## src/rtl/io_host_bridge.sv

```systemverilog
// Host bridge: registered host-to-CPU port with a hold-off timer, plus a FIFO
// that captures every change of the CPU output port for the host to read.
module io_host_bridge #(
    parameter int unsigned DEPTH = 4,
    parameter int unsigned HOLD  = 4
) (
    input  logic                     clk,
    input  logic                     reset,
    input  logic [15:0]              cpu_out,
    output logic [15:0]              cpu_in,
    input  logic                     h_wr_valid,
    input  logic [15:0]              h_wr_data,
    output logic                     h_wr_ready,
    output logic                     h_rd_valid,
    output logic [15:0]              h_rd_data,
    input  logic                     h_rd_ready,
    output logic [$clog2(DEPTH):0]   ofifo_count,
    output logic                     overflow
);

    localparam int unsigned AW = $clog2(DEPTH);
    localparam int unsigned CW = AW + 1;
    localparam int unsigned HW = 4;

    logic [15:0]   cpu_in_q, cpu_in_d;
    logic [HW-1:0] hold_q, hold_d;
    logic          ready_q, ready_d;
    logic [15:0]   prev_q;
    logic [AW-1:0] wptr_q, wptr_d;
    logic [AW-1:0] rptr_q, rptr_d;
    logic [CW-1:0] count_q, count_d;
    logic          ovf_q, ovf_d;
    logic [15:0]   mem_q [DEPTH];

    logic wr_fire;
    logic push;
    logic pop;
    logic full;
    logic push_ok;

    always_comb begin
        wr_fire  = h_wr_valid && ready_q;
        cpu_in_d = cpu_in_q;
        hold_d   = hold_q;
        if (wr_fire) begin
            cpu_in_d = h_wr_data;
            hold_d   = HW'(HOLD);
        end else if (hold_q != '0) begin
            hold_d = hold_q - HW'(1);
        end
        // Ready is registered from the next counter value so it drops right after a transfer.
        ready_d = (hold_d == '0);
    end

    always_comb begin
        push    = (cpu_out != prev_q);
        pop     = (count_q != '0) && h_rd_ready;
        full    = (count_q == CW'(DEPTH));
        // A pop on the same edge frees the slot, so a push into a full FIFO still lands.
        push_ok = push && (!full || pop);
        wptr_d  = push_ok ? wptr_q + AW'(1) : wptr_q;
        rptr_d  = pop ? rptr_q + AW'(1) : rptr_q;
        count_d = count_q;
        case ({push_ok, pop})
            2'b10:   count_d = count_q + CW'(1);
            2'b01:   count_d = count_q - CW'(1);
            default: count_d = count_q;
        endcase
        ovf_d = ovf_q | (push && full && !pop);
    end

    always_ff @(posedge clk) begin
        if (reset) begin
            cpu_in_q <= '0;
            hold_q   <= '0;
            ready_q  <= 1'b1;
            prev_q   <= '0;
            wptr_q   <= '0;
            rptr_q   <= '0;
            count_q  <= '0;
            ovf_q    <= 1'b0;
        end else begin
            cpu_in_q <= cpu_in_d;
            hold_q   <= hold_d;
            ready_q  <= ready_d;
            prev_q   <= cpu_out;
            wptr_q   <= wptr_d;
            rptr_q   <= rptr_d;
            count_q  <= count_d;
            ovf_q    <= ovf_d;
        end
    end

    always_ff @(posedge clk) begin
        if (!reset && push_ok) begin
            mem_q[wptr_q] <= cpu_out;
        end
    end

    assign cpu_in      = cpu_in_q;
    assign h_wr_ready  = ready_q;
    assign h_rd_valid  = (count_q != '0);
    assign h_rd_data   = mem_q[rptr_q];
    assign ofifo_count = count_q;
    assign overflow    = ovf_q;

endmodule

```

## config.mk

```make
export PLATFORM = sky130hd
export DESIGN_NAME = io_host_bridge
export DESIGN_NICKNAME = d
export VERILOG_FILES = /design/src/rtl/io_host_bridge.sv
export SDC_FILE = /design/constraint.sdc
export NUM_CORES = 1
export LEC_CHECK = 0
export CORE_MARGIN = 2
export CORE_UTILIZATION = 40
export DETAILED_ROUTE_END_ITERATION = 6
export PLACE_DENSITY = 0.63
export RECOVER_POWER = 25
export SETUP_SLACK_MARGIN = 0.5
export SYNTH_ARGS = -nofsm -noshare
export SYNTH_HDL_FRONTEND = slang
export SYNTH_SLANG_ARGS = --single-unit
```

## constraint.sdc

```tcl
create_clock -name clk -period 2.6 [get_ports clk]
set_clock_uncertainty 0.05 [all_clocks]
set_input_delay 0.39 -clock clk [delete_from_list [all_inputs] [get_ports clk]]
set_output_delay 0.39 -clock clk [all_outputs]
set_load 0.005 [all_outputs]
```

==> metrics.txt <==
final-stage net count=461; Tot GR Track Use=0.165; result of the run=finished clean; worst hold path stage count=2; starting utilization of the core area=0.409; post-route minimum period=around 2.5 ns; pin count of the biggest net entering global routing=43; post-layout total power=4.91 mW; finished layout cell area=roughly 0.0058 mm^2; share of the synthesized area in the top cell type=0.457; final hold violations=0; worst hold path endpoint=prev_q[4]; clock transition at the register clock pins on the worst setup and hold paths after CTS=0.11 ns; Hold WS=0.336 ns; proportion of synthesized chip area in sequential cells=0.680; GR Overflow Total=0; buffer cell driving the clock tree root=sky130_fd_sc_hd__clkbuf_8; RR Startpoint=prev_q[14]; Post-Syn Nets=~330; share of the cycle needed by the critical path after routing=0.962; Top cell by count, worst path=sky130_fd_sc_hd__xor2_1; Hold Startpoint=reset; post-route antenna net violation count=0; setup_tns=0 ns; number of synthesized register bits=around 110; library cell with the highest instance count after synthesis=sky130_fd_sc_hd__edfxtp_1; fraction of layout cells with a size suffix above 1=0.277; Bufs and invs on worst path=1; Vias=2,707; Distinct cells, synth=33; switch share=0.282; area used by sequential logic in the layout=0.00287 mm^2; count of mapped cells out of synthesis=291; Synth Area per Inst=between 10 and 15 um^2; detailed placer's ending HPWL=5.60 mm; actual slew at the worst max-slew pin=around 0.69 ns; maximum achievable frequency=0.400 GHz; H-tree depth=3; delay of the slowest cell on the worst path=0.36 ns; CTS buffer count=9; internal power=3.53 mW; required arrival time at the worst endpoint=2.86 ns; deepest clock path buffer count=2; clock tree from TritonCTS=built; largest fanout of any net on the critical path=2; weighted congestion reported at the end of routability-driven placement=0.693; Mapped Area=0.00421 mm^2; biggest area contributors in the synthesized netlist=sky130_fd_sc_hd__edfxtp_1 (46%), sky130_fd_sc_hd__dfxtp_1 (22%), sky130_fd_sc_hd__mux4_2 (8.6%); die width=107 um; setup repair after global routing missed its margin=yes; count of placed standard cells in the final layout, fillers left out=560; total power divided by cell area=between 800 and 900 mW/mm^2; initial drt markers=69; Max IR drop VDD=~0.47 mV; post-layout util=0.569; worst setup margin=0.0995 ns; path category of the worst min-delay check=in -> reg; number of port buffers=73; cell with the biggest individual delay on the critical path=sky130_fd_sc_hd__nor4_4; Die H=107 um; flip-flop cell with the highest count after synthesis=sky130_fd_sc_hd__edfxtp_1; Slew headroom=0.541; crit end category=register; worst r2r path cells=10; filler cell count=877; Setup Viol. Count Final=0; number of enable-type register cells in the synthesized netlist=64; initial antenna violation count=1; Area Overhead vs Synth=38.9%; synthesis warning total=0; CP arrival=between 2 and 3 ns; list of most frequent post-synthesis cells=sky130_fd_sc_hd__edfxtp_1 (64), sky130_fd_sc_hd__dfxtp_1 (47), sky130_fd_sc_hd__nand2_1 (34), sky130_fd_sc_hd__a21oi_1 (20), sky130_fd_sc_hd__xor2_1 (19); wirelength, routed=about 9 mm; clock share of power=0.222; switching power=~1.4 mW; core region area=about 0.01 mm^2; Post-synth ARST share=0; via count of the first global-routing pass=2,810; number of DRC violations after detailed routing=0; cell chain of the critical path=xor2_1, nor4_4, nand4_1, nand2b_1, ha_4, inv_2, fa_2, xor2_1, or3_1, a21oi_2; Post-Place Setup Slack=-0.608 ns; first-pass GRT wire length=14.3 mm; average wire per standard cell=16.1 um; worst setup slack for register-to-register paths=~0.10 ns; placed cell area=0.00531 mm^2; category of the most critical setup path=reg -> reg; max_cap viols=0; gate family responsible for the most delay along the worst path=simple AND/OR/NAND/NOR gates; placed instance count=approximately 520; reg2reg end=ofifo_count[2]; sort of element at the start of the critical path=register; standard-cell row count=37; final number of max-transition violations=0; DRT Pass-1 Iters=4; via density per instance=4.83; power share of the sequential group=0.444; area taken by multi-input logic gates=between 0.001 and 0.0015 mm^2; leakage component of the power=between 2 and 2.5 nW; area of the die=0.0114 mm^2; insertion delay of the later-clocked pin in the worst-skew pair=0.37 ns; boundary pin count=74; Synth area leader=sky130_fd_sc_hd__edfxtp_1; part of the power in combinational logic=0.334; Sinks on Clock Net=111
worst max path at each step:
stage | start | to | slack (ns) | depth (start not counted)
CTS | prev_q[0] | ofifo_count[2] | 0.12 | 10
global placement | cpu_out[14] | ofifo_count[2] | -0.53 | 11
global route | prev_q[14] | ofifo_count[2] | -0.005 | 10
floorplan | cpu_out[0] | mem_q[1][0] | -0.005 | 6
finish | prev_q[14] | ofifo_count[2] | 0.1 | 10
detailed placement | cpu_out[14] | ofifo_count[2] | -0.61 | 11
placed cells by master (no fill, tap or decap), drive strengths merged:
cell,count
nor3b,5
nor2,11
xnor2,2
clkdlybuf4s50,40
dfxtp,47
mux4,16
inv,12
nor4b,1
a2111oi,1
fa,1
a21oi,20
edfxtp,64
and2,2
mux2i,2
xor2,19
nor3,3
or3,2
nor4,4
o41ai,1
clkinvlp,1
a41o,1
clkbuf,23
diode,1
buf,60
o21ai,4
nor2b,17
clkinv,1
ha,6
dlygate4sd2,16
bufinv,1
a22o,1
nand4,1
nand2,34
mux2,1
nand2b,3
cell families (layout without fill, tap and decap cells):
logic type      count (synthesis)  in the layout  share of synthesized area
flops                         111            111                      0.680
simple gates                   83             83                     0.0990
compound gates                 28             28                     0.0372
buf+inv                        22            154                     0.0232
xor+xnor                       21             21                     0.0437
mux                            19             19                     0.0940
fa+ha+maj                       7              7                     0.0226
other cells                     0              1                          0
worst reg2reg max path, stage by stage, from the launching register on:
cell and delay, ns:
sky130_fd_sc_hd__dfxtp_2 0.34, sky130_fd_sc_hd__xor2_1 0.19, sky130_fd_sc_hd__nor4_4 0.36, sky130_fd_sc_hd__nand4_1 0.22, sky130_fd_sc_hd__nand2b_1 0.19, sky130_fd_sc_hd__ha_4 0.16
sky130_fd_sc_hd__inv_2 0.03, sky130_fd_sc_hd__fa_2 0.33, sky130_fd_sc_hd__xor2_1 0.16, sky130_fd_sc_hd__or3_1 0.32, sky130_fd_sc_hd__a21oi_2 0.11
sequential cells by signal, summed over array words and instances, names as in the netlist, named ones only:
| signal | count |
|---|---|
| ofifo_count | 3 |
| cpu_in | 16 |
| wptr_q | 2 |
| h_wr_ready | 1 |
| rptr_q | 2 |
| prev_q | 16 |
| hold_q | 4 |
| overflow | 1 |
| mem_q | 64 |
routing by layer:
layer	vias to the layer above	GRT usage	share of wire	wire length, um
met1	1332	0.206	0.44	3930
met5	-	0	0	0
li1	1295	-	-	-
met3	8	0.0392	0.048	438
met2	72	0.279	0.50	4550
met4	0	0.0612	0.012	106
area by class of cell:
type	instances	share of cell area
antenna	1	0.000428
clock buffer	9	0.0212
clock inverter	7	0.0152
inverter	8	0.00514
multi-input combinational	158	0.231
sequential	111	0.491
tap	136	0.0291
timing repair buffer	130	0.207
power groups by stage:
| stage | logic, mW | clock network (mW) | registers, mW |
|---|---|---|---|
| 2_1_floorplan | 0.681 | 0 | 2.18 |
| 3_3_place_gp | 1.26 | 0 | 2.19 |
| 3_5_place_dp | 1.28 | 0 | 2.20 |
| 4_1_cts | 1.47 | 1.13 | 2.18 |
| 5_1_grt | 1.78 | 1.20 | 2.20 |
| 6_report | 1.64 | 1.09 | 2.18 |
timing repair:
item | CTS | global route
buffers inserted | 18 | 7
hold buffers | 0 | 0
gates cloned | 2 | 1
resized for setup | 91 | 30
pin swaps | 7 | 2
setup endpoints to repair | 84 | 84
hold endpoints to repair | 0 | 0
Power figures use the tool's default switching activity.
